## src/rtl/am_err_pkg.sv

```systemverilog
// Shared types and widths for the approximate-multiplier error monitor.
package am_err_pkg;

  localparam int OP_W   = 8;
  localparam int PROD_W = 16;
  localparam int SUM_W  = 32;
  localparam int SQ_W   = 48;

  typedef enum logic [1:0] {
    ST_IDLE  = 2'd0,
    ST_RUN   = 2'd1,
    ST_DRAIN = 2'd2,
    ST_DONE  = 2'd3
  } state_t;

  // Unsigned distance between two products, never wraps.
  function automatic logic [PROD_W-1:0] absDiff(input logic [PROD_W-1:0] a,
                                                input logic [PROD_W-1:0] b);
    return (a >= b) ? (a - b) : (b - a);
  endfunction

endpackage

```

## src/rtl/am_err_stage.sv

```systemverilog
// Stage 1: registers the exact 8x8 product and its distance from the approximate one.
module am_err_stage
  import am_err_pkg::*;
(
  input  logic              clk,
  input  logic              rst,
  input  logic              i_load,
  input  logic [OP_W-1:0]   i_x,
  input  logic [OP_W-1:0]   i_y,
  input  logic [PROD_W-1:0] i_z,
  output logic [PROD_W-1:0] o_prod,
  output logic [PROD_W-1:0] o_ed,
  output logic              o_valid
);

  logic [PROD_W-1:0] w_prod;
  logic [PROD_W-1:0] r_prod;
  logic [PROD_W-1:0] r_ed;
  logic              r_valid;

  assign w_prod = PROD_W'(i_x) * PROD_W'(i_y);

  always_ff @(posedge clk) begin
    if (rst) begin
      r_valid <= 1'b0;
      r_prod  <= '0;
      r_ed    <= '0;
    end else begin
      r_valid <= i_load;
      if (i_load) begin
        r_prod <= w_prod;
        r_ed   <= absDiff(w_prod, i_z);
      end
    end
  end

  assign o_prod  = r_prod;
  assign o_ed    = r_ed;
  assign o_valid = r_valid;

endmodule

```

## src/rtl/unsigned_8x8_err_monitor.sv

```systemverilog
// Windowed error statistics for an 8x8 approximate multiplier.
// Define ERR_MONITOR_SQUARE_EN to add the sum-of-squared-error output sum_sq.
module unsigned_8x8_err_monitor
  import am_err_pkg::*;
#(
  parameter int LEN_W = 16
) (
  input  logic              clk,
  input  logic              rst,
  input  logic              start,
  input  logic [LEN_W-1:0]  len,
  input  logic              in_valid,
  output logic              in_ready,
  input  logic [OP_W-1:0]   in_x,
  input  logic [OP_W-1:0]   in_y,
  input  logic [PROD_W-1:0] in_z,
  output logic              busy,
  output logic              done,
  output logic [SUM_W-1:0]  sum_ed,
  output logic [PROD_W-1:0] max_ed,
`ifdef ERR_MONITOR_SQUARE_EN
  output logic [SQ_W-1:0]   sum_sq,
`endif
  output logic [LEN_W-1:0]  err_cnt
);

  state_t            r_state;
  logic [LEN_W-1:0]  r_remain;
  logic [SUM_W-1:0]  r_sumEd;
  logic [PROD_W-1:0] r_maxEd;
  logic [LEN_W-1:0]  r_errCnt;
  logic              w_xfer;
  logic              w_startAcc;
  logic              w_s1Valid;
  logic [PROD_W-1:0] w_ed;
  logic [PROD_W-1:0] w_unusedProd;

  assign in_ready   = (r_state == ST_RUN);
  assign busy       = (r_state == ST_RUN) || (r_state == ST_DRAIN);
  assign done       = (r_state == ST_DONE);
  assign w_xfer     = in_valid && in_ready;
  assign w_startAcc = start && (r_state == ST_IDLE);

  am_err_stage u_stage (
    .clk     (clk),
    .rst     (rst),
    .i_load  (w_xfer),
    .i_x     (in_x),
    .i_y     (in_y),
    .i_z     (in_z),
    .o_prod  (w_unusedProd),
    .o_ed    (w_ed),
    .o_valid (w_s1Valid)
  );

  // DRAIN waits for stage 1 to empty, so DONE follows stage 2's final update.
  always_ff @(posedge clk) begin
    if (rst) begin
      r_state  <= ST_IDLE;
      r_remain <= '0;
    end else begin
      case (r_state)
        ST_IDLE: begin
          if (start) begin
            r_remain <= len;
            r_state  <= (len == '0) ? ST_DONE : ST_RUN;
          end
        end
        ST_RUN: begin
          if (w_xfer) begin
            r_remain <= r_remain - LEN_W'(1);
            if (r_remain == LEN_W'(1)) r_state <= ST_DRAIN;
          end
        end
        ST_DRAIN: begin
          if (!w_s1Valid) r_state <= ST_DONE;
        end
        ST_DONE: r_state <= ST_IDLE;
        default: r_state <= ST_IDLE;
      endcase
    end
  end

  always_ff @(posedge clk) begin
    if (rst || w_startAcc) begin
      r_sumEd  <= '0;
      r_maxEd  <= '0;
      r_errCnt <= '0;
    end else if (w_s1Valid) begin
      r_sumEd  <= r_sumEd + SUM_W'(w_ed);
      r_maxEd  <= (w_ed > r_maxEd) ? w_ed : r_maxEd;
      r_errCnt <= r_errCnt + LEN_W'(w_ed != '0);
    end
  end

`ifdef ERR_MONITOR_SQUARE_EN
  logic [SQ_W-1:0]     r_sumSq;
  logic [2*PROD_W-1:0] w_edSq;

  assign w_edSq = (2*PROD_W)'(w_ed) * (2*PROD_W)'(w_ed);

  always_ff @(posedge clk) begin
    if (rst || w_startAcc) begin
      r_sumSq <= '0;
    end else if (w_s1Valid) begin
      r_sumSq <= r_sumSq + SQ_W'(w_edSq);
    end
  end

  assign sum_sq = r_sumSq;
`endif

  assign sum_ed  = r_sumEd;
  assign max_ed  = r_maxEd;
  assign err_cnt = r_errCnt;

endmodule

```

## config.mk

```make
export PLATFORM = sky130hd
export DESIGN_NAME = unsigned_8x8_err_monitor
export DESIGN_NICKNAME = d
export VERILOG_FILES = /design/src/rtl/am_err_pkg.sv /design/src/rtl/am_err_stage.sv /design/src/rtl/unsigned_8x8_err_monitor.sv
export SDC_FILE = /design/constraint.sdc
export NUM_CORES = 1
export LEC_CHECK = 0
export BUFFER_PORTS_ARGS = -buffer_cell sky130_fd_sc_hd__buf_2
export CORE_MARGIN = 4
export CORE_UTILIZATION = 30
export DETAILED_ROUTE_END_ITERATION = 16
export HOLD_SLACK_MARGIN = 0.1
export SYNTH_ARGS = -nofsm -noshare
export SYNTH_HDL_FRONTEND = slang
export SYNTH_SLANG_ARGS = --single-unit
```

## constraint.sdc

```tcl
create_clock -name clk -period 18.7 [get_ports clk]
set_input_delay 1.87 -clock clk [delete_from_list [all_inputs] [get_ports clk]]
set_output_delay 1.87 -clock clk [all_outputs]
set_load 0.01 [all_outputs]
```

==> results.yml <==
global_route:
  grtUsageTotal: 0.137
  grt_pass1_vias: 7934
  antenna_found_initial: 7
  globalRouteOverflowTotal: 0
  grt_pass1_wl_mm: 39.2
  grt_start_max_net_pins: 53
synthesis:
  synthCells: 1164
  async_flop_share: 0
  synth_flop_cell: "dfxtp_1"
  synth-seq-cells: 99
  ys_warn_count: 0
  syn_area_sq_um: 9300
  seq_area_frac_synth: 0.213
  yosys.cell_types.count: 65
  avgSynthCellArea_sq_um: 7.99
  synth_edf_count: 0
  syn_nets: 1363
worst_setup_path:
  critPathArrivalTime_ns: 8.08
  endpoint_kind: "flip-flop"
  crit_required_ns: 18.94
  setup.worst_path.start_class: "input port"
  crit_start: "in_x[1]"
  path_class: "in2reg"
  reg2reg_from: "u_stage.o_ed[0]"
  crit_fanout: 14
drt:
  wire_per_inst_microns: 14.2
  num_vias: 8411
  drc_errors: 0
  dr.pass1.iters: 7
  via_per_inst: 5.07
  finalWirelength_mm: 23.6
  ant_nets: 0
  dr.first_iter.drc_count: 322
clocking:
  clk_pin_slew_ns: 0.07
  clock-sinks: 99
  cts-root-buf: "clkbuf_16"
  htree_levels: 3
  cts.path.max_buffers: 2
  cts_setup_buffers: 0
  cts_resized: 0
  cts_made_buffers: 9
  hold_buffers: 0
  cts_tree: "built"
  clk_latency_ns: 0.36
timing:
  skew_ns: 0.0138
  finalCriticalPeriod_ns: 7.84
  slew_violations: 0
  timing.fmax_mhz: 127
  rsz0062_at_grt: "false"
  fin_crit_sh: 0.419
  max_slew_margin: 0.504
  fin_tns_setup_ns: 0
  final_hold_viol_count: 0
  worst_slew_pin_slew_ns: 0.738
  setup-violations-final: 0
floorplanning:
  die_x_microns: 184
  core_area_sq_um: 30600
  rows: 64
  start_util: 0.304
  dieHeight_microns: 184
  fp.dieArea_sq_um: 33900
  ioPinCount: 119
placement:
  hpwlAfterDp_mm: 19.0
  placed_area_sq_um: 10300
  io_buffers: 118
  gp_congestion: 0.874
flow_run:
  max-cap-violations: 0
hold_path:
  hp-class: "reg2reg"
  min-delay-start: "max_ed[11]"
pwr:
  power.switching_w: 0.000702
  seqPwrFrac: 0.192
  p_clk_frac: 0.130
  irDropWorstVdd_uv: 72.0
  p_comb_frac: 0.678
  swShare: 0.488
  total_leakage_power_nw: 4.83
  power.density_nw_per_um2: 136
  p_int_w: 0.000736
final_layout:
  finalInstanceArea_sq_um: 10600
  drive_gt1_frac: 0.127
  nets: 1456
  area_growth_pct: 13.7
run_status:
  status: "finished clean"
[power by group through the flow]
stage	clock [W]	sequential, W	combinational [W]
2_1_floorplan	0	0.000268	0.000779
3_3_place_gp	0	0.000279	0.000961
3_5_place_dp	0	0.000281	0.000971
4_1_cts	0.000193	0.000276	0.000976
5_1_grt	0.000201	0.000282	0.00111
6_report	0.000187	0.000277	0.000975
[routing by layer]
metal,vias up,GRT usage,wire (microns)
li1,4264,-,-
met1,3933,0.184,11200
met2,168,0.226,10700
met3,34,0.0235,1240
met4,12,0.0382,394
met5,-,0,69
[state kept, by name (all words and copies together) (netlist names)]
register,flops
sum_ed,32
err_cnt,16
max_ed,16
r_remain,16
u_stage.o_ed,16
r_state,2
u_stage.o_valid,1
[placed cells by master (no fill, tap or decap), types with 10 or more instances in the layout]
master,instances
nor2_1,75
nor4_1,13
o21ai_0,40
inv_1,125
a21o_1,21
and2_1,62
a211oi_1,24
a21oi_1,70
nand3_1,27
xnor2_1,14
nand2_1,117
xor2_1,23
and3_1,16
ha_1,108
mux2i_1,36
a22oi_1,10
or3_1,10
fa_1,39
dfxtp_1,99
o21a_1,13
buf_2,118
or4_1,10
nor3_1,22
nand4_1,18
o211ai_1,12
[critical path, stage by stage]
cell      delay, ns
buf_2          0.14
and2_1         0.18
fa_1           0.46
fa_1           0.54
inv_1          0.05
fa_1           0.46
fa_1           0.54
inv_1          0.04
ha_1           0.32
a21oi_1        0.23
o21bai_1       0.10
a21oi_1        0.28
o211ai_1       0.19
or4_1          0.43
nand3_1        0.11
ha_1           0.29
and4_1         0.21
and2_1         0.18
a22oi_1        0.22
nand2_1        0.40
a311oi_1       0.45
nor3_1         0.09
o311a_1        0.29
[area by class of cell]
type	count	area, sq um
clock inverter	7	71.3
tap	396	495
sequential	99	1980
antenna	1	2.50
fill	3249	20000
multi-input combinational	898	6690
timing repair buffer	124	636
clock buffer	9	225
inverter	125	469
[final timing paths]
kind / depth (start not counted) / endpoint / slack (ns)
setup / recovery: 23 / u_stage.o_ed[9] / 10.86
hold / removal: 2 / max_ed[11] / 0.47
setup reg to reg: 10 / sum_ed[24] / 15.60
hold reg to reg: 2 / max_ed[11] / 0.47
[cells in the mapped netlist, types with 4 or more instances]
library cell	number	area, sq um
clkbuf_1	36	135
o211ai_1	12	90.1
and3_1	16	100
o21bai_1	5	37.5
nor3_1	22	110
and4_1	4	35.0
a211oi_1	24	180
nand3b_1	8	60.1
and2_1	62	388
nand2b_1	8	50.1
a31oi_1	7	43.8
a21oi_1	72	360
or3_1	10	62.6
nor4_1	13	81.3
xor2_1	23	201
mux2_2	4	45.0
fa_1	39	781
o22ai_1	6	37.5
xnor2_1	14	123
a221o_1	4	40.0
nand2_1	117	439
a21o_1	21	158
nor2b_1	8	50.1
nand3_1	27	135
o311ai_0	4	35.0
nand4_1	18	113
or4_1	10	75.1
ha_1	108	1350
or2_2	6	37.5
o21a_1	13	97.6
o21ai_0	40	200
a22oi_1	10	75.1
dfxtp_1	99	1980
mux2i_1	36	360
inv_1	125	469
o31ai_1	9	67.6
nor2_1	75	282
a31o_2	4	35.0
[through the flow]
stage / instances / util / power [W] / worst slack (ns) / hold slack [ns]
floorplan: 1164 / - / 0.00105 / 11.23 / 0.466
global placement: 1642 / 0.336 / 0.00124 / 10.65 / 0.458
detailed placement: 1642 / 0.336 / 0.00125 / 10.50 / 0.462
CTS: 1658 / 0.346 / 0.00144 / 10.87 / 0.472
global route: 1658 / 0.346 / 0.00159 / 10.37 / 0.496
finish: 1659 / 0.346 / 0.00144 / 10.86 / 0.471
[kinds of logic (layout without fill, tap and decap cells)]
| group | Yosys count | after routing | synth area share |
|---|---|---|---|
| buf+inv | 167 | 265 | 0.0686 |
| mux | 40 | 40 | 0.0436 |
| compound gates | 262 | 262 | 0.186 |
| flops | 99 | 99 | 0.213 |
| fa+ha+maj | 147 | 147 | 0.229 |
| other cells | 0 | 1 | 0 |
| xor+xnor | 37 | 37 | 0.0349 |
| simple gates | 412 | 412 | 0.224 |
Power figures use the tool's default switching activity.
